===== config.mk =====
export PLATFORM = sky130hd
export DESIGN_NAME = out_pkt_fifo
export DESIGN_NICKNAME = d
export VERILOG_FILES = /design/src/rtl/out_pkt_fifo.sv
export SDC_FILE = /design/constraint.sdc
export NUM_CORES = 1
export LEC_CHECK = 0
export CORE_UTILIZATION = 37
export CTS_CLUSTER_SIZE = 20
export DETAILED_ROUTE_END_ITERATION = 8
export GPL_ROUTABILITY_DRIVEN = 0
export PLACE_DENSITY = 0.56
export RECOVER_POWER = 25
export SLEW_MARGIN = 20
export SYNTH_ARGS = -nofsm -noshare
export SYNTH_HDL_FRONTEND = slang
export SYNTH_SLANG_ARGS = --single-unit

===== constraint.sdc =====
create_clock -name clk_i -period 6.7 [get_ports clk_i]
set_input_delay 1.34 -clock clk_i [delete_from_list [all_inputs] [get_ports clk_i]]
set_output_delay 1.34 -clock clk_i [all_outputs]
set_load 0.03 [all_outputs]

===== src/rtl/out_pkt_fifo.sv =====
// out_pkt_fifo: packet-aware OUT FIFO between the SIE and the application.
// Bytes are written speculatively, committed on EOP, rolled back on error/NAK.
module out_pkt_fifo #(
  parameter int OUT_MAXPACKETSIZE = 64,
  parameter int DEPTH             = 128,
  parameter int DATA_W            = 8,
  parameter int NAK_MODE          = 0
) (
  input  logic                          clk_i,
  input  logic                          rst_i,
  input  logic                          clk_gate_i,
  input  logic [7:0]                    out_data_i,
  input  logic                          out_valid_i,
  input  logic                          out_err_i,
  input  logic                          out_ready_i,
  output logic                          out_nak_o,
  output logic                          out_full_o,
  output logic                          out_empty_o,
  output logic [$clog2(DEPTH+2)-1:0]    out_level_o,
  output logic [7:0]                    app_out_data_o,
  output logic                          app_out_last_o,
  output logic                          app_out_valid_o,
  input  logic                          app_out_ready_i
);

  localparam int PW = (DEPTH > 1) ? $clog2(DEPTH) : 1;
  localparam int CW = $clog2(DEPTH + 1);
  localparam int LW = $clog2(DEPTH + 2);
  localparam logic [CW-1:0] DEP_C = CW'(DEPTH);
  localparam logic [CW-1:0] MAX_C = CW'(OUT_MAXPACKETSIZE);

  if (DATA_W != 8) begin : g_bad_width
    $error("out_pkt_fifo: DATA_W must be 8");
  end

  logic [8:0]    mem [DEPTH];
  logic [PW-1:0] rd_ptr, cm_ptr, sp_ptr;
  logic [CW-1:0] cm_cnt, sp_cnt, un_cnt;
  logic [CW-1:0] cm_nxt, sp_nxt;
  logic          in_pkt, nak_q, full_q;
  logic [7:0]    dout_q;
  logic          last_q, vld_q;
  logic          ev, err_ev, eop_ev, dat_ev;
  logic          rollback, commit, nak_now;
  logic          wr, pop;

  function automatic logic [PW-1:0] inc(input logic [PW-1:0] p);
    return (p == PW'(DEPTH - 1)) ? '0 : p + 1'b1;
  endfunction

  function automatic logic [PW-1:0] dec(input logic [PW-1:0] p);
    return (p == '0) ? PW'(DEPTH - 1) : p - 1'b1;
  endfunction

  // Event decode, NAK decision and next counts (pop and SIE event net out)
  always_comb begin
    un_cnt   = sp_cnt - cm_cnt;
    ev       = clk_gate_i & out_ready_i;
    err_ev   = ev & out_err_i;
    eop_ev   = ev & ~out_err_i & ~out_valid_i;
    dat_ev   = ev & ~out_err_i & out_valid_i;
    nak_now  = nak_q | (sp_cnt == DEP_C)
             | ((NAK_MODE == 1) & ~in_pkt
                & ((DEP_C - sp_cnt) < MAX_C));
    rollback = err_ev | (eop_ev & nak_q);
    commit   = eop_ev & ~nak_q & (un_cnt != '0);
    wr       = dat_ev & ~nak_now;
    pop      = (cm_cnt != '0) & (~vld_q | app_out_ready_i);
    cm_nxt   = cm_cnt - CW'(pop) + (commit ? un_cnt : '0);
    sp_nxt   = sp_cnt - CW'(pop) + CW'(wr)
             - (rollback ? un_cnt : '0);
  end

  // Pointers, counts and packet status
  always_ff @(posedge clk_i) begin
    if (rst_i) begin
      rd_ptr <= '0;
      cm_ptr <= '0;
      sp_ptr <= '0;
      cm_cnt <= '0;
      sp_cnt <= '0;
      in_pkt <= 1'b0;
      nak_q  <= 1'b0;
      full_q <= 1'b0;
    end else begin
      cm_cnt <= cm_nxt;
      sp_cnt <= sp_nxt;
      full_q <= (sp_nxt == DEP_C);
      if (pop) rd_ptr <= inc(rd_ptr);
      if (wr) sp_ptr <= inc(sp_ptr);
      else if (rollback) sp_ptr <= cm_ptr;
      if (commit) cm_ptr <= sp_ptr;
      if (err_ev | eop_ev) begin
        in_pkt <= 1'b0;
        nak_q  <= 1'b0;
      end else if (dat_ev) begin
        if (nak_now) nak_q <= 1'b1;
        else in_pkt <= 1'b1;
      end
    end
  end

  // Storage: write data with last=0, tag final byte on commit
  always_ff @(posedge clk_i) begin
    if (wr) mem[sp_ptr] <= {1'b0, out_data_i};
    if (commit) mem[dec(sp_ptr)][8] <= 1'b1;
  end

  // Output register: refill from committed data, clear when drained
  always_ff @(posedge clk_i) begin
    if (rst_i) begin
      vld_q  <= 1'b0;
      dout_q <= '0;
      last_q <= 1'b0;
    end else if (pop) begin
      vld_q            <= 1'b1;
      {last_q, dout_q} <= mem[rd_ptr];
    end else if (vld_q & app_out_ready_i) begin
      vld_q  <= 1'b0;
      dout_q <= '0;
      last_q <= 1'b0;
    end
  end

  assign out_nak_o       = nak_q;
  assign out_full_o      = full_q;
  assign out_empty_o     = (cm_cnt == '0) & ~vld_q;
  assign out_level_o     = LW'(cm_cnt) + LW'(vld_q);
  assign app_out_data_o  = dout_q;
  assign app_out_last_o  = last_q;
  assign app_out_valid_o = vld_q;

endmodule

==> impl_metrics.toml <==
[clock_network]
cts_buffer_depth = 3
htree_levels = 3
numCtsBuffers = 121
cts.sinks = 1208
cts_resized = 0
cts_tree = "yes"
clk_latency_ns = 0.72
cts-root-buf = "clkbuf_16"
post_cts_buffers = 0
clk_pin_slew_ns = 0.06
postCtsHoldBufs = 0

[global_route]
grt_max_degree = 129
antenna_found_initial = 3
grt_pass1_vias = 24700
grt_pass1_wl_um = 172000
track_usage_pct = 17.4
grt-ovfl-total = 0

[floorplan]
start_util_pct = 37.3
die_area_mm2 = 0.134
die_y_um = 366
coreArea_mm2 = 0.131
die_w_um = 366
io_pins = 36
rows = 133

[timing]
skew_ns = 0.0383
post-route-period-util_pct = 85.4
setup_viol = 0
tightestPinTransition_ns = 3.28
max_freq_ghz = 0.175
setup_tns_ns = 0
relSlewSlack_pct = -119
holdWs_ns = 0.457
hold_viol = 0
rsz0062_at_grt = "false"
period_needed_ns = 5.72
drv_slew = 415

[synth]
ys_types = 73
synth_ff_type = "edfxtp_1"
avgSynthCellArea_um2 = 19.8
synthArstFlopShare_pct = 0
netlist_area_mm2 = 0.0490
synth-edff-count = 1152
synthCells = 2476
yosys_register_bits = 1208
yosysSeqAreaShare_pct = 72.9
synth_warnings = 0
synth_nets = 2538

[detailed_routing]
drtPass1Iterations = 5
drc = 0
drt_iter0_drc = 2327
viasPerCell = 5.45
wl_um = 117000
ant_nets = 0
num_vias = 23900
avgRoutedWirePerCell_um = 26.6

[worst_setup_path]
crit_buf_inv = 2
crit_chain = "ha_1 > inv_1 > fa_1 > a211oi_1 > nor4b_1 > a211oi_4 > o2111a_4 > a21o_1 > and2_0 > clkbuf_2"
slowest_stage = "and2_0"
crit_required_ns = 7.13
end_kind = "flip-flop"
cp_max_fo = 27
crit_path_start_kind = "flip-flop"
crit_arrival_ns = 6.15
path_class = "flip-flop to flip-flop"
cp_slowest_stage_delay_ns = 1.57
cp_top_family = "compound AO/OA/AOI/OAI gates"

[place]
dpl.cell_count = 4164
place.port_buffers = 35
dp.final_hpwl_um = 70300

[finish]
nFillCells = 11500
final_cells = 4388
syn_to_final_growth_pct = 12.7
drive_gt1_share_pct = 23.8
utilization_pct = 42.0
fin_nets = 2595

[power]
power_density_mw_per_mm2 = 346
cellLeakagePower_nw = 16.8
ir_drop_mv = 0.243

[job]
drv_cap = 7

[hold_path]
hp-class = "flip-flop to flip-flop"

[outcome]
violations = "capacitance limit, slew limit"
outcome = "finished, violations left"
## area by class of cell
class / instances / area (um^2) / share of cell area [%]
Multi-Input combinational cell: 1075 / 12500 / 22.6
Clock inverter: 60 / 559 / 1.01
Timing Repair Buffer: 78 / 767 / 1.39
Tap cell: 1755 / 2200 / 3.97
Clock buffer: 161 / 3330 / 6.03
Antenna cell: 2 / 5.00 / 0.00906
Inverter: 49 / 186 / 0.337
Sequential cell: 1208 / 35700 / 64.7
## power by group
part / leakage (nW) / internal [W] / switching (W)
Clock: 1.90 / 0.00375 / 0.00285
Sequential: 10.9 / 0.00836 / 0.000180
Combinational: 3.98 / 0.00187 / 0.00212
## through the flow
stage	setup WS, ns	total power (W)	instance area (um^2)
6_report	0.980	0.0191	55200
3_5_place_dp	1.28	0.0128	51300
4_1_cts	1.45	0.0194	55200
3_3_place_gp	1.39	0.0127	51300
5_1_grt	0.595	0.0199	55200
2_1_floorplan	0.269	0.0116	49000
## worst paths after layout
kind	endpoint	cells past startpoint	slack (ns)	start
worst min register to register	cm_ptr[0]	2	0.46	cm_ptr[0]
worst max register to register	mem[13][6]	10	0.98	cm_cnt[0]
worst max-delay path	mem[13][6]	10	0.98	cm_cnt[0]
worst min-delay path	cm_ptr[0]	2	0.46	cm_ptr[0]
## cells by family after synthesis
kind of cell             synth area share, %
flip-flops                              72.9
AND/OR/NAND/NOR                         4.31
multiplexers                            17.4
buffers and inverters                   1.72
AO/OA/AOI/OAI                           1.80
adder cells (fa/ha/maj)                 1.28
XOR/XNOR                               0.600
## cell usage after synthesis, types with 4 or more instances
cell type  instances  area [um^2]
nor3b_1            4         30.0
and2_1            12         75.1
o21ai_0           10         50.1
edfxtp_1        1152        34600
xor2_1            11         96.3
o21ai_1            4         20.0
mux4_2           369         8310
a211oi_1           6         45.0
buf_4             10         75.1
buf_2             51          255
clkbuf_1          65          244
ha_1              42          526
dfxtp_1           56         1120
buf_1             16         60.1
fa_1               5          100
nor3_1            12         60.1
xnor2_1           20          175
mux2i_1           21          210
a41oi_1            4         35.0
o21ai_2            5         43.8
a21oi_1           34          170
o22a_1             8         70.1
nand3_1           30          150
nor2_1           310         1160
nor2b_1            7         43.8
a221oi_1           4         35.0
nand2b_1          14         87.6
nand2_1           70          263
inv_1             48          180
a21o_1             9         67.6
## placed cells by master (no fill, tap or decap), types with 11 or more instances in the layout
| cell type | instances |
|---|---|
| edfxtp_1 | 1152 |
| mux4_2 | 369 |
| nor2_1 | 310 |
| clkbuf_16 | 123 |
| nand2_1 | 68 |
| dfxtp_1 | 51 |
| inv_1 | 48 |
| ha_1 | 42 |
| a21oi_1 | 34 |
| buf_4 | 32 |
| nand3_1 | 30 |
| clkbuf_1 | 28 |
| clkinv_2 | 24 |
| dlygate4sd3_1 | 23 |
| mux2i_1 | 21 |
| xnor2_1 | 20 |
| clkinv_1 | 19 |
| nand2b_1 | 14 |
| nor3_1 | 12 |
| xor2_1 | 11 |
| clkbuf_8 | 11 |
| clkdlybuf4s50_1 | 11 |
## worst reg2reg max path, stage by stage, from the launching register on
cell	delay, ns
dfxtp_1	0.42
ha_1	0.19
inv_1	0.05
fa_1	0.40
a211oi_1	0.36
nor4b_1	0.15
a211oi_4	0.35
o2111a_4	0.33
a21o_1	0.87
and2_0	1.58
clkbuf_2	0.71
## state kept, by name, indices dropped and copies added (netlist names), named ones only
signal,cells
app_out_data_o,8
app_out_last_o,1
app_out_valid_o,1
cm_cnt,8
cm_ptr,7
mem,1152
out_full_o,1
out_nak_o,1
rd_ptr,7
sp_cnt,8
sp_ptr,7
## layer usage
layer | vias up | GRT usage (%) | wire length, um
li1 | 10100 | - | -
met1 | 12800 | 25.1 | 50800
met2 | 788 | 27.7 | 56000
met3 | 167 | 2.62 | 7420
met4 | 0 | 4.27 | 2620
met5 | - | 0 | 0
Power figures use the tool's default switching activity.
